## config.mk

```make
export PLATFORM = sky130hd
export DESIGN_NAME = r4_butter_seq
export DESIGN_NICKNAME = d
export VERILOG_FILES = /design/src/rtl/r4_butter_seq.sv
export SDC_FILE = /design/constraint.sdc
export NUM_CORES = 1
export LEC_CHECK = 0
export BUFFER_PORTS_ARGS = -buffer_cell sky130_fd_sc_hd__buf_2
export CORE_AREA = 2 2 101 103
export DETAILED_ROUTE_END_ITERATION = 16
export DIE_AREA = 0 0 103 105
export PLACE_DENSITY = 0.91
export SETUP_SLACK_MARGIN = 0.15
export SLEW_MARGIN = 20
export SYNTH_ARGS = -nofsm -noshare
export SYNTH_HDL_FRONTEND = slang
export SYNTH_SLANG_ARGS = --single-unit
export TNS_END_PERCENT = 100
```

## constraint.sdc

```tcl
create_clock -name CLK -period 6.1 [get_ports CLK]
set_input_delay 1.22 -clock CLK [delete_from_list [all_inputs] [get_ports CLK]]
set_output_delay 1.22 -clock CLK [all_outputs]
set_load 0.02 [all_outputs]
```

## src/rtl/r4_butter_seq.sv

```systemverilog
// Handshaked radix-4 DFT butterfly: captures one complex quad, emits its four bins serially at full precision.
// Optional macro R4_BITREV_EN selects bit-reversed emit order (0,2,1,3); default is natural order.
module r4_butter_seq #(
    parameter  int DATA_W = 4,
    localparam int OUT_W  = DATA_W + 2
) (
    input  logic                     CLK,
    input  logic                     RST,
    input  logic                     clr,
    input  logic                     in_valid,
    output logic                     in_ready,
    input  logic                     in_inv,
    input  logic signed [DATA_W-1:0] xr0,
    input  logic signed [DATA_W-1:0] xi0,
    input  logic signed [DATA_W-1:0] xr1,
    input  logic signed [DATA_W-1:0] xi1,
    input  logic signed [DATA_W-1:0] xr2,
    input  logic signed [DATA_W-1:0] xi2,
    input  logic signed [DATA_W-1:0] xr3,
    input  logic signed [DATA_W-1:0] xi3,
    output logic                     out_valid,
    input  logic                     out_ready,
    output logic signed [OUT_W-1:0]  out_re,
    output logic signed [OUT_W-1:0]  out_im,
    output logic [1:0]               out_bin,
    output logic                     out_last
);

    typedef enum logic {IDLE, EMIT} state_t;

    state_t                   state;
    logic [1:0]               k;
    logic                     inv_q;
    logic signed [DATA_W-1:0] sr_q [4];
    logic signed [DATA_W-1:0] si_q [4];

    logic                     accept;
    logic                     src_inv;
    logic [1:0]               src_k;
    logic [1:0]               bin_sel;
    logic [1:0]               eq_sel;
    logic signed [DATA_W-1:0] src_r [4];
    logic signed [DATA_W-1:0] src_i [4];
    logic signed [OUT_W-1:0]  er [4];
    logic signed [OUT_W-1:0]  ei [4];
    logic signed [OUT_W-1:0]  bin_re;
    logic signed [OUT_W-1:0]  bin_im;

    function automatic logic [1:0] emit_order(input logic [1:0] idx);
`ifdef R4_BITREV_EN
        return {idx[0], idx[1]};
`else
        return idx;
`endif
    endfunction

    assign in_ready = (state == IDLE) | (out_valid & out_ready & out_last);
    assign accept   = in_valid & in_ready & ~clr;

    // On acceptance the first bin comes straight from the ports; afterwards from the stored quad.
    always_comb begin
        src_r[0] = accept ? xr0 : sr_q[0];
        src_i[0] = accept ? xi0 : si_q[0];
        src_r[1] = accept ? xr1 : sr_q[1];
        src_i[1] = accept ? xi1 : si_q[1];
        src_r[2] = accept ? xr2 : sr_q[2];
        src_i[2] = accept ? xi2 : si_q[2];
        src_r[3] = accept ? xr3 : sr_q[3];
        src_i[3] = accept ? xi3 : si_q[3];
        src_inv  = accept ? in_inv : inv_q;
        src_k    = accept ? 2'd0 : k + 2'd1;
        bin_sel  = emit_order(src_k);
        // Inverse transform swaps the X1 and X3 equations.
        eq_sel   = {bin_sel[1] ^ (src_inv & bin_sel[0]), bin_sel[0]};
        for (int n = 0; n < 4; n++) begin
            er[n] = OUT_W'(src_r[n]);
            ei[n] = OUT_W'(src_i[n]);
        end
        case (eq_sel)
            2'd0: begin
                bin_re = er[0] + er[1] + er[2] + er[3];
                bin_im = ei[0] + ei[1] + ei[2] + ei[3];
            end
            2'd1: begin
                bin_re = er[0] + ei[1] - er[2] - ei[3];
                bin_im = ei[0] - er[1] - ei[2] + er[3];
            end
            2'd2: begin
                bin_re = er[0] - er[1] + er[2] - er[3];
                bin_im = ei[0] - ei[1] + ei[2] - ei[3];
            end
            default: begin
                bin_re = er[0] - ei[1] - er[2] + ei[3];
                bin_im = ei[0] + er[1] - ei[2] - er[3];
            end
        endcase
    end

    // NOTE: the sample store is not reset; it is only read after a capture has written it.
    always_ff @(posedge CLK) begin
        if (accept) begin
            sr_q  <= '{xr0, xr1, xr2, xr3};
            si_q  <= '{xi0, xi1, xi2, xi3};
            inv_q <= in_inv;
        end
    end

    always_ff @(posedge CLK or negedge RST) begin
        if (!RST) begin
            state     <= IDLE;
            k         <= 2'd0;
            out_valid <= 1'b0;
            out_re    <= '0;
            out_im    <= '0;
            out_bin   <= 2'd0;
            out_last  <= 1'b0;
        end else if (clr) begin
            state     <= IDLE;
            k         <= 2'd0;
            out_valid <= 1'b0;
            out_last  <= 1'b0;
        end else if (accept) begin
            state     <= EMIT;
            k         <= 2'd0;
            out_valid <= 1'b1;
            out_re    <= bin_re;
            out_im    <= bin_im;
            out_bin   <= bin_sel;
            out_last  <= 1'b0;
        end else if (state == EMIT && out_ready) begin
            if (k == 2'd3) begin
                state     <= IDLE;
                k         <= 2'd0;
                out_valid <= 1'b0;
                out_last  <= 1'b0;
            end else begin
                k         <= src_k;
                out_re    <= bin_re;
                out_im    <= bin_im;
                out_bin   <= bin_sel;
                out_last  <= (src_k == 2'd3);
            end
        end
    end

endmodule

```

==> impl_metrics.toml, run 1 <==
[status]
status = "finished, final reports clean"

[layout]
syn_to_final_growth_pct = 8.12
multi_input_area_sq_mm = 0.00385
fill_cells = 811
final_core_util = 0.644
layoutNonFillerInstCount = 730
fin_area_sq_mm = 0.00621
diodes = 0
drive_gt1_frac = 0.142
regArea_sq_mm = 0.00143
nNetsFinal = 752

[clocking]
cts_hold_buf = 0
cts_buffers = 5
cts.sinks = 51
root_buffer = "clkbuf_8"
cts.repair.resized = 0
clk_latency_ps = 310
cts_max_level = 2
cts_buffer_depth = 2
path_clk_slew_ps = 100
cts_tree = "yes"
post_cts_buffers = 0

[global_route]
overflow = 0
track_usage = 0.258
antenna_found_initial = 0
grt_start_max_net_pins = 46
first_global_vias = 4441
grt_pass1_wl_mm = 21.6

[routing]
vias_per_cell = 5.69
drt_first_pass_iters = 4
num_vias = 4155
initialDrtViolationCount = 309
drcViolationCount = 0
drt-wirelength-per-cell_um = 17.9
wl_mm = 13.1
ant_nets = 0

[worst_setup_path]
cp_common_cell = "fa_1"
ff2ff_path_depth = 13
required_ps = 6280
cp_max_fo = 45
crit_path_top_delay_cell = "fa_1"
start_kind = "input pin"
cp_num_buf_inv = 2
path_cells = "buf_2 > a21bo_1 > nand2_8 > mux2i_1 > inv_1 > fa_1 > fa_1 > ha_1 > nand2_1 > o21ai_0 > o22ai_1 > xnor2_1 > a221oi_1 > a31oi_1"
worstPathArrival_ps = 5450
path_class = "input pin to flip-flop"
cpLargestDelayFamily = "adder cells"
critical_path.endpoint_type = "flip-flop"
slowest_delay_ps = 570
cp.depth = 14

[sta]
drv_slew = 0
min_period_over_period = 0.865
worst_slack_ps = 826
max_freq_mhz = 190
rsz0062_at_grt = "no"
tightestPinTransition_ps = 886
max-slew-margin-rel = 0.405
timing.hold.ws_ps = 479
setup_viol = 0
finalHoldViolCount = 0
tns_ps = 0
period_minus_slack_ps = 5270
skew_ps = 6.34

[floorplan]
die_w_um = 103
die_area_sq_mm = 0.0108
io-pin-count = 55
core_area_sq_mm = 0.00964
start_util = 0.596
die_height_um = 105
std_cell_rows = 36

[placement]
place.port_buffers = 54
place.gp.congestion = 0.986
dp_cells = 722
hpwl_mm = 10.5
place_ws_ps = 541
dpl_cell_area_sq_mm = 0.00613

[logic_synthesis]
synth_edf_count = 32
avgSynthCellArea_sq_um = 10.6
yosysSeqAreaShare = 0.249
synthCells = 544
syn-cell-area_sq_mm = 0.00575
ys_ff_latch = 51
synth_ff_type = "edfxtp_1"
synth_cell_types = 60
syn-num-nets = 700
async_reset_ff_frac = 0.353
ys_warn_count = 0

[worst_hold_path]
whs_path_depth = 2
min_path_type = "flip-flop to flip-flop"

[power]
ir_worst_vdd_v = 0.000149
total_power_mw = 2.01
power.leakage_nw = 3.07
p_per_area_mw_per_mm2 = 323

[flow_run]
cap_viol_max_count = 0
-- cell families after synthesis --
family	Yosys count	synth area share
multiplexers	32	0.0655
buffers and inverters	113	0.0808
AND/OR/NAND/NOR	75	0.0712
flip-flops	51	0.249
AO/OA/AOI/OAI	113	0.133
XOR/XNOR	42	0.0640
adder cells (fa/ha/maj)	118	0.337
-- power breakdown --
part           leakage, nW  switching, mW  internal (mW)
logic                 2.49          0.758          0.596
clock network       0.0477          0.119         0.0790
registers            0.527         0.0338          0.423
total                 3.07          0.911           1.10
-- synth_stat cells (2+ instances only) --
cell type / instances / share of area
nand3b_1: 3 / 0.0039
edfxtp_1: 32 / 0.17
nand2b_1: 3 / 0.0033
a31oi_1: 4 / 0.0044
xnor2_1: 24 / 0.037
a22oi_1: 5 / 0.0065
mux2i_4: 3 / 0.012
xor2_1: 18 / 0.027
a221oi_1: 5 / 0.0076
nor3_1: 4 / 0.0035
nor4b_1: 2 / 0.0030
nor2_1: 6 / 0.0039
o21a_1: 4 / 0.0052
fa_1: 61 / 0.21
o21ai_1: 2 / 0.0017
inv_1: 99 / 0.065
o211ai_1: 2 / 0.0026
a21o_1: 18 / 0.024
a211oi_1: 5 / 0.0065
dfrtp_1: 18 / 0.078
buf_4: 2 / 0.0026
nand2_1: 31 / 0.020
or2_2: 3 / 0.0033
nand3_1: 3 / 0.0026
a21oi_1: 27 / 0.024
a21boi_0: 2 / 0.0026
o21bai_1: 3 / 0.0039
mux2i_2: 5 / 0.012
o22ai_1: 4 / 0.0044
mux2i_1: 24 / 0.042
nor2b_1: 8 / 0.0087
and2_1: 2 / 0.0022
buf_2: 4 / 0.0035
and3_1: 4 / 0.0044
clkbuf_1: 4 / 0.0026
buf_6: 3 / 0.0059
ha_1: 57 / 0.12
o21ai_0: 18 / 0.016
-- worst reg2reg max path, stage by stage (launching register included) --
cell	delay, ps
dfrtp_1	450
a21bo_1	440
nand2_8	380
mux2i_1	510
inv_1	250
fa_1	570
fa_1	510
ha_1	360
nand2_1	70
o21ai_0	260
o22ai_1	150
xnor2_1	160
a221oi_1	370
a31oi_1	150
-- worst paths after layout --
path / startpoint / endpoint / slack [ps]
hold reg to reg: inv_q / inv_q / 480
min in group asynchronous: RST / state / 860
hold / removal: inv_q / inv_q / 480
max in group asynchronous: RST / out_im[4] / 4900
setup / recovery: out_ready / out_re[5] / 830
setup reg to reg: state / out_re[5] / 1330
-- state kept, by name, summed over array words and instances (netlist names) --
name      cells
si_q         16
sr_q         16
out_im        6
out_re        6
k             2
out_bin       2
inv_q         1
out_last      1
state         1
-- layout by cell type, fill, tap and decap left out, types with 6 or more instances in the layout --
cell type  synthesis  layout
inv_1             99      99
fa_1              61      61
ha_1              57      57
buf_2              4      54
edfxtp_1          32      32
nand2_1           31      31
a21oi_1           27      27
mux2i_1           24      24
xnor2_1           24      24
xor2_1            18      18
a21o_1            18      18
o21ai_0           18      18
dfrtp_1           18      18
nor2b_1            8       8
nor2_1             6       6
-- final cells by class --
type,instances,share of cell area
Tap cell,133,0.0268
Sequential cell,51,0.230
Clock inverter,3,0.00242
Clock buffer,5,0.0111
Timing Repair Buffer,58,0.0483
Multi-Input combinational cell,380,0.620
Inverter,100,0.0612
-- per-layer routing --
layer / share of wire / GRT usage / vias up
met5: 0 / 0 / -
li1: - / - / 1946
met1: 0.41 / 0.331 / 2019
met3: 0.065 / 0.0542 / 40
met2: 0.49 / 0.427 / 150
met4: 0.032 / 0.0902 / 0
Note: power is estimated with default switching activity, not from simulation.
==> run 2: changes to the inputs <==
Settings changed: CORE_AREA 2 2 101 103 to 2 2 99 101, CTS_BUF_LIST set to sky130_fd_sc_hd__clkbuf_8, DIE_AREA 0 0 103 105 to 0 0 101 103, PLACE_DENSITY 0.91 to 0.94.
==> run 2 against run 1 <==
  * Via count up 7.7%
  * Worst hold slack worse by 1.4 ps
  * Clock skew up 1.2 ps
  * Wire length up 7.7%
  * Fmax up 0.99%
  * Total power up 7.2%
  * Core utilization up 1.7 points
  * Final cell count down 2.2%
  * Setup slack better by 52 ps
  * Largest power group unchanged
==> impl_metrics.toml, run 2 (same netlist as run 1, synthesis figures left out) <==
[status]
status = "finished, final reports clean"

[placement]
hpwl_mm = 11.2
place.gp.congestion = 0.958
place_ws_ps = 608
place.port_buffers = 54

[layout]
diodes = 0
layout_common_cells = "inv_1, fa_1, ha_1"
drive_gt1_frac = 0.145
nNetsFinal = 755
largestRegisters = "si_q x16, sr_q x16"
syn_to_final_growth_pct = 8.95
layout_commonest_cell = "inv_1"

[worst_setup_path]
critical_path.endpoint_type = "flip-flop"
path_class = "input pin to flip-flop"
cp_max_fo = 41
start_kind = "input pin"
required_ps = 6350
worstPathArrival_ps = 5470

[clocking]
clk_latency_ps = 330
cts_hold_buf = 0
cts_tree = "yes"
cts_max_level = 2
cts_buffers = 5
post_cts_buffers = 0
cts.repair.resized = 0
path_clk_slew_ps = 110
cts.sinks = 51
root_buffer = "clkbuf_8"
cts_buffer_depth = 2

[sta]
setup_viol = 0
max-slew-margin-rel = 0.421
tns_ps = 0
worst_slack_ps = 878
skew_ps = 7.49
tightestPinTransition_ps = 868
drv_slew = 0
max_freq_mhz = 191
finalHoldViolCount = 0
period_minus_slack_ps = 5220
min_period_over_period = 0.856
rsz0062_at_grt = "no"
timing.hold.ws_ps = 477

[power]
power.leakage_nw = 3.10
p_per_area_mw_per_mm2 = 344
ir_worst_vdd_v = 0.000180

[routing]
ant_nets = 0
initialDrtViolationCount = 393
drt_first_pass_iters = 5
drcViolationCount = 0
wl_mm = 14.1
drt-wirelength-per-cell_um = 19.7
vias_per_cell = 6.26
num_vias = 4473

[global_route]
grt_start_max_net_pins = 42
antenna_found_initial = 0
overflow = 0
grt_pass1_wl_mm = 23.1
first_global_vias = 4780
track_usage = 0.292

[floorplan]
io-pin-count = 55
die_area_sq_mm = 0.0104
core_area_sq_mm = 0.00946
std_cell_rows = 36
start_util = 0.607
die_height_um = 103
die_w_um = 101

[flow_run]
cap_viol_max_count = 0

[worst_hold_path]
min_path_type = "flip-flop to flip-flop"
[run 2: changes by cell type in the layout (fill, tap and decap cells not counted), sizes merged]
cell | before | now
buf | 58 | 61
clkinv | 3 | 0
bufinv | 0 | 2
inv | 100 | 101
[run 2: worst paths after layout]
kind	startpoint	slack, ps	cells past startpoint	end
hold reg to reg	inv_q	480	2	inv_q
min in group asynchronous	RST	840	1	state
hold / removal	inv_q	480	2	inv_q
setup / recovery	out_ready	880	16	out_re[5]
setup reg to reg	state	1340	15	out_re[5]
max in group asynchronous	RST	4920	1	out_im[4]
[run 2: routing by layer]
metal / wire [um] / vias to the layer above / GRT usage / share of wire
li1: - / 1940 / - / -
met1: 5100 / 2133 / 0.350 / 0.36
met2: 6970 / 295 / 0.505 / 0.49
met3: 1100 / 105 / 0.0468 / 0.078
met4: 911 / 0 / 0.162 / 0.065
met5: 0 / - / 0 / 0
[run 2: area by class of cell]
| type | instances | area (sq um) |
|---|---|---|
| tap | 114 | 143 |
| multi-input combinational | 380 | 3850 |
| fill | 692 | 3200 |
| timing repair buffer | 61 | 323 |
| sequential | 51 | 1430 |
| clock inverter | 3 | 63.8 |
| clock buffer | 5 | 68.8 |
| inverter | 100 | 380 |
[run 2: metrics by stage]
stage / cells / area, sq um / util / power (mW)
floorplan: 544 / 5750 / - / 1.48
global placement: 706 / 6130 / 0.648 / 1.73
detailed placement: 706 / 6130 / 0.648 / 1.83
CTS: 714 / 6260 / 0.662 / 2.13
global route: 714 / 6260 / 0.662 / 2.32
finish: 714 / 6260 / 0.662 / 2.15
[run 2: critical path, stage by stage]
cell	delay (ps)
buf_2	110
a21bo_1	360
nand2_8	360
inv_6	340
mux2i_1	230
buf_4	180
inv_1	70
fa_1	520
inv_1	50
fa_1	480
ha_1	380
a21o_1	220
a221oi_1	420
and3_1	240
o21ai_0	80
a31oi_1	170
[run 2: power by group]
part	switching [mW]	internal, mW
Clock	0.131	0.163
Sequential	0.0339	0.423
Combinational	0.796	0.607
Total	0.961	1.19
==> run 3: changes to the inputs <==
Settings changed: CORE_AREA 2 2 99 101 to 2 2 84 118, DIE_AREA 0 0 101 103 to 0 0 86 120.
==> run 3 against run 2 <==
  * Clock power down 24%
  * Final cell count down 0.70%
  * Critical path depth down 1
  * Sequential share of layout area up 0.17 points
  * Global-route usage up 0.32 points
  * Design area down 0.72%
  * Die area down 0.80%
  * Critical path type unchanged
  * Critical endpoint is now out_im[5]
==> impl_metrics.toml, run 3 (same netlist as run 1, synthesis figures left out) <==
[routing]
vias_per_cell = 6.22
drt_first_pass_iters = 5
wl_mm = 14.2
initialDrtViolationCount = 335
ant_nets = 0
num_vias = 4413
drcViolationCount = 0
drt-wirelength-per-cell_um = 20.0

[layout]
largestRegisters = "si_q x16, sr_q x16"
diodes = 0
fill_cells = 685
layout_commonest_cell = "inv_1"
fin_area_sq_mm = 0.00621
layout_common_cells = "inv_1, fa_1, ha_1"
drive_gt1_frac = 0.144
nNetsFinal = 754
syn_to_final_growth_pct = 8.17

[sta]
finalHoldViolCount = 0
rsz0062_at_grt = "no"
drv_slew = 0
tns_ps = 0
timing.hold.ws_ps = 484
skew_ps = 6.96
tightestPinTransition_ps = 1040
period_minus_slack_ps = 5470
max_freq_mhz = 183
min_period_over_period = 0.896
max-slew-margin-rel = 0.300
setup_viol = 0

[worst_setup_path]
cp_max_fo = 45
worstReg2RegStart = "state"
start_kind = "input pin"
timing.rr.end = "out_im[5]"
slowest_delay_ps = 600
rrSetupSlack_ps = 1160
cp.depth = 15
worstPathArrival_ps = 5680
startpoint = "out_ready"
crit_end = "out_im[5]"
required_ps = 6310
path_cells = "buf_2 > a21bo_1 > nand2_8 > mux2i_1 > fa_1 > fa_1 > inv_1 > ha_1 > fa_1 > a21o_1 > a21oi_1 > xnor2_1 > a211oi_1 > o221ai_1 > o221a_2"
critical_path.endpoint_type = "flip-flop"
cp_common_cell = "fa_1"
ff2ff_path_depth = 14
crit_path_top_delay_cell = "mux2i_1"
cpLargestDelayFamily = "adder cells"
cp_num_buf_inv = 2
path_class = "input pin to flip-flop"

[clocking]
clk_latency_ps = 320
cts_buffers = 5
cts_max_level = 2
post_cts_buffers = 0
cts.sinks = 51
cts_hold_buf = 0
cts.repair.resized = 0
cts_buffer_depth = 2
path_clk_slew_ps = 100
cts_tree = "yes"
root_buffer = "clkbuf_8"

[power]
combPwrFrac = 0.671
ir_worst_vdd_v = 0.000158
seqPwrFrac = 0.221
internal_power_mw = 1.13
switching_share = 0.455
p_switching_mw = 0.943
p_per_area_mw_per_mm2 = 333
clkPwrFrac = 0.108
total_power_mw = 2.07
power.leakage_nw = 3.08

[global_route]
track_usage = 0.295
antenna_found_initial = 0
grt_pass1_wl_mm = 23.2
first_global_vias = 4860
grt_start_max_net_pins = 46
overflow = 0

[placement]
place.port_buffers = 54
hpwl_mm = 11.3
dpl_cell_area_sq_mm = 0.00611
place.gp.congestion = 0.972

[floorplan]
die_w_um = 86
io-pin-count = 55
start_util = 0.618
std_cell_rows = 42
die_height_um = 120
core_area_sq_mm = 0.00930
die_area_sq_mm = 0.0103

[worst_hold_path]
min-delay-start = "out_bin[1]"
min_path_type = "flip-flop to flip-flop"

[flow_run]
cap_viol_max_count = 0

[status]
status = "finished, final reports clean"
run 3: cell types whose count changed in the layout (fill, tap and decap cells not counted), sizes merged:
| cell | change |
|---|---|
| buf | -1 |
| bufinv | -2 |
| clkbuf | +2 |
run 3: how the worst min path moves through the flow:
| stage | end | depth (start not counted) |
|---|---|---|
| CTS | inv_q | 2 |
| global route | inv_q | 2 |
| global placement | inv_q | 2 |
| detailed placement | inv_q | 2 |
| floorplan | inv_q | 2 |
| finish | out_bin[1] | 2 |
run 3: worst min-delay path: cells and delay by family, from the launching register on:
kind	cells	cell delay [ps]
DFF	1	350
and+or+nand+nor	2	110
run 3: layer usage:
layer  vias to the layer above  track usage  wire length (um)
met5                         -            0                 0
met4                         0        0.226              1220
met3                       100       0.0475               819
met2                       226        0.516              7410
met1                      2144        0.307              4740
li1                       1943            -                 -
run 3: through the flow:
stage          utilization  std cells  setup WS [ps]
6_report             0.668        709            635
5_1_grt              0.668        709            547
4_1_cts              0.668        709            657
3_5_place_dp         0.657        701            393
3_3_place_gp         0.657        701            523
2_1_floorplan            -        544           1010
run 3: layout make-up:
class                           count  area (sq um)  area share
Clock buffer                        7          96.3      0.0155
Clock inverter                      1          3.75    0.000604
Inverter                          100           380      0.0612
Multi-Input combinational cell    380          3850       0.619
Sequential cell                    51          1430       0.230
Tap cell                          110           138      0.0221
Timing Repair Buffer               60           315      0.0507
run 3: power by group through the flow:
stage               combinational (mW)  sequential, mW  clock [mW]
floorplan                        0.976           0.507           0
global placement                  1.26           0.462           0
detailed placement                1.35           0.464           0
CTS                               1.37           0.456       0.224
global route                      1.53           0.462       0.236
finish                            1.39           0.458       0.223
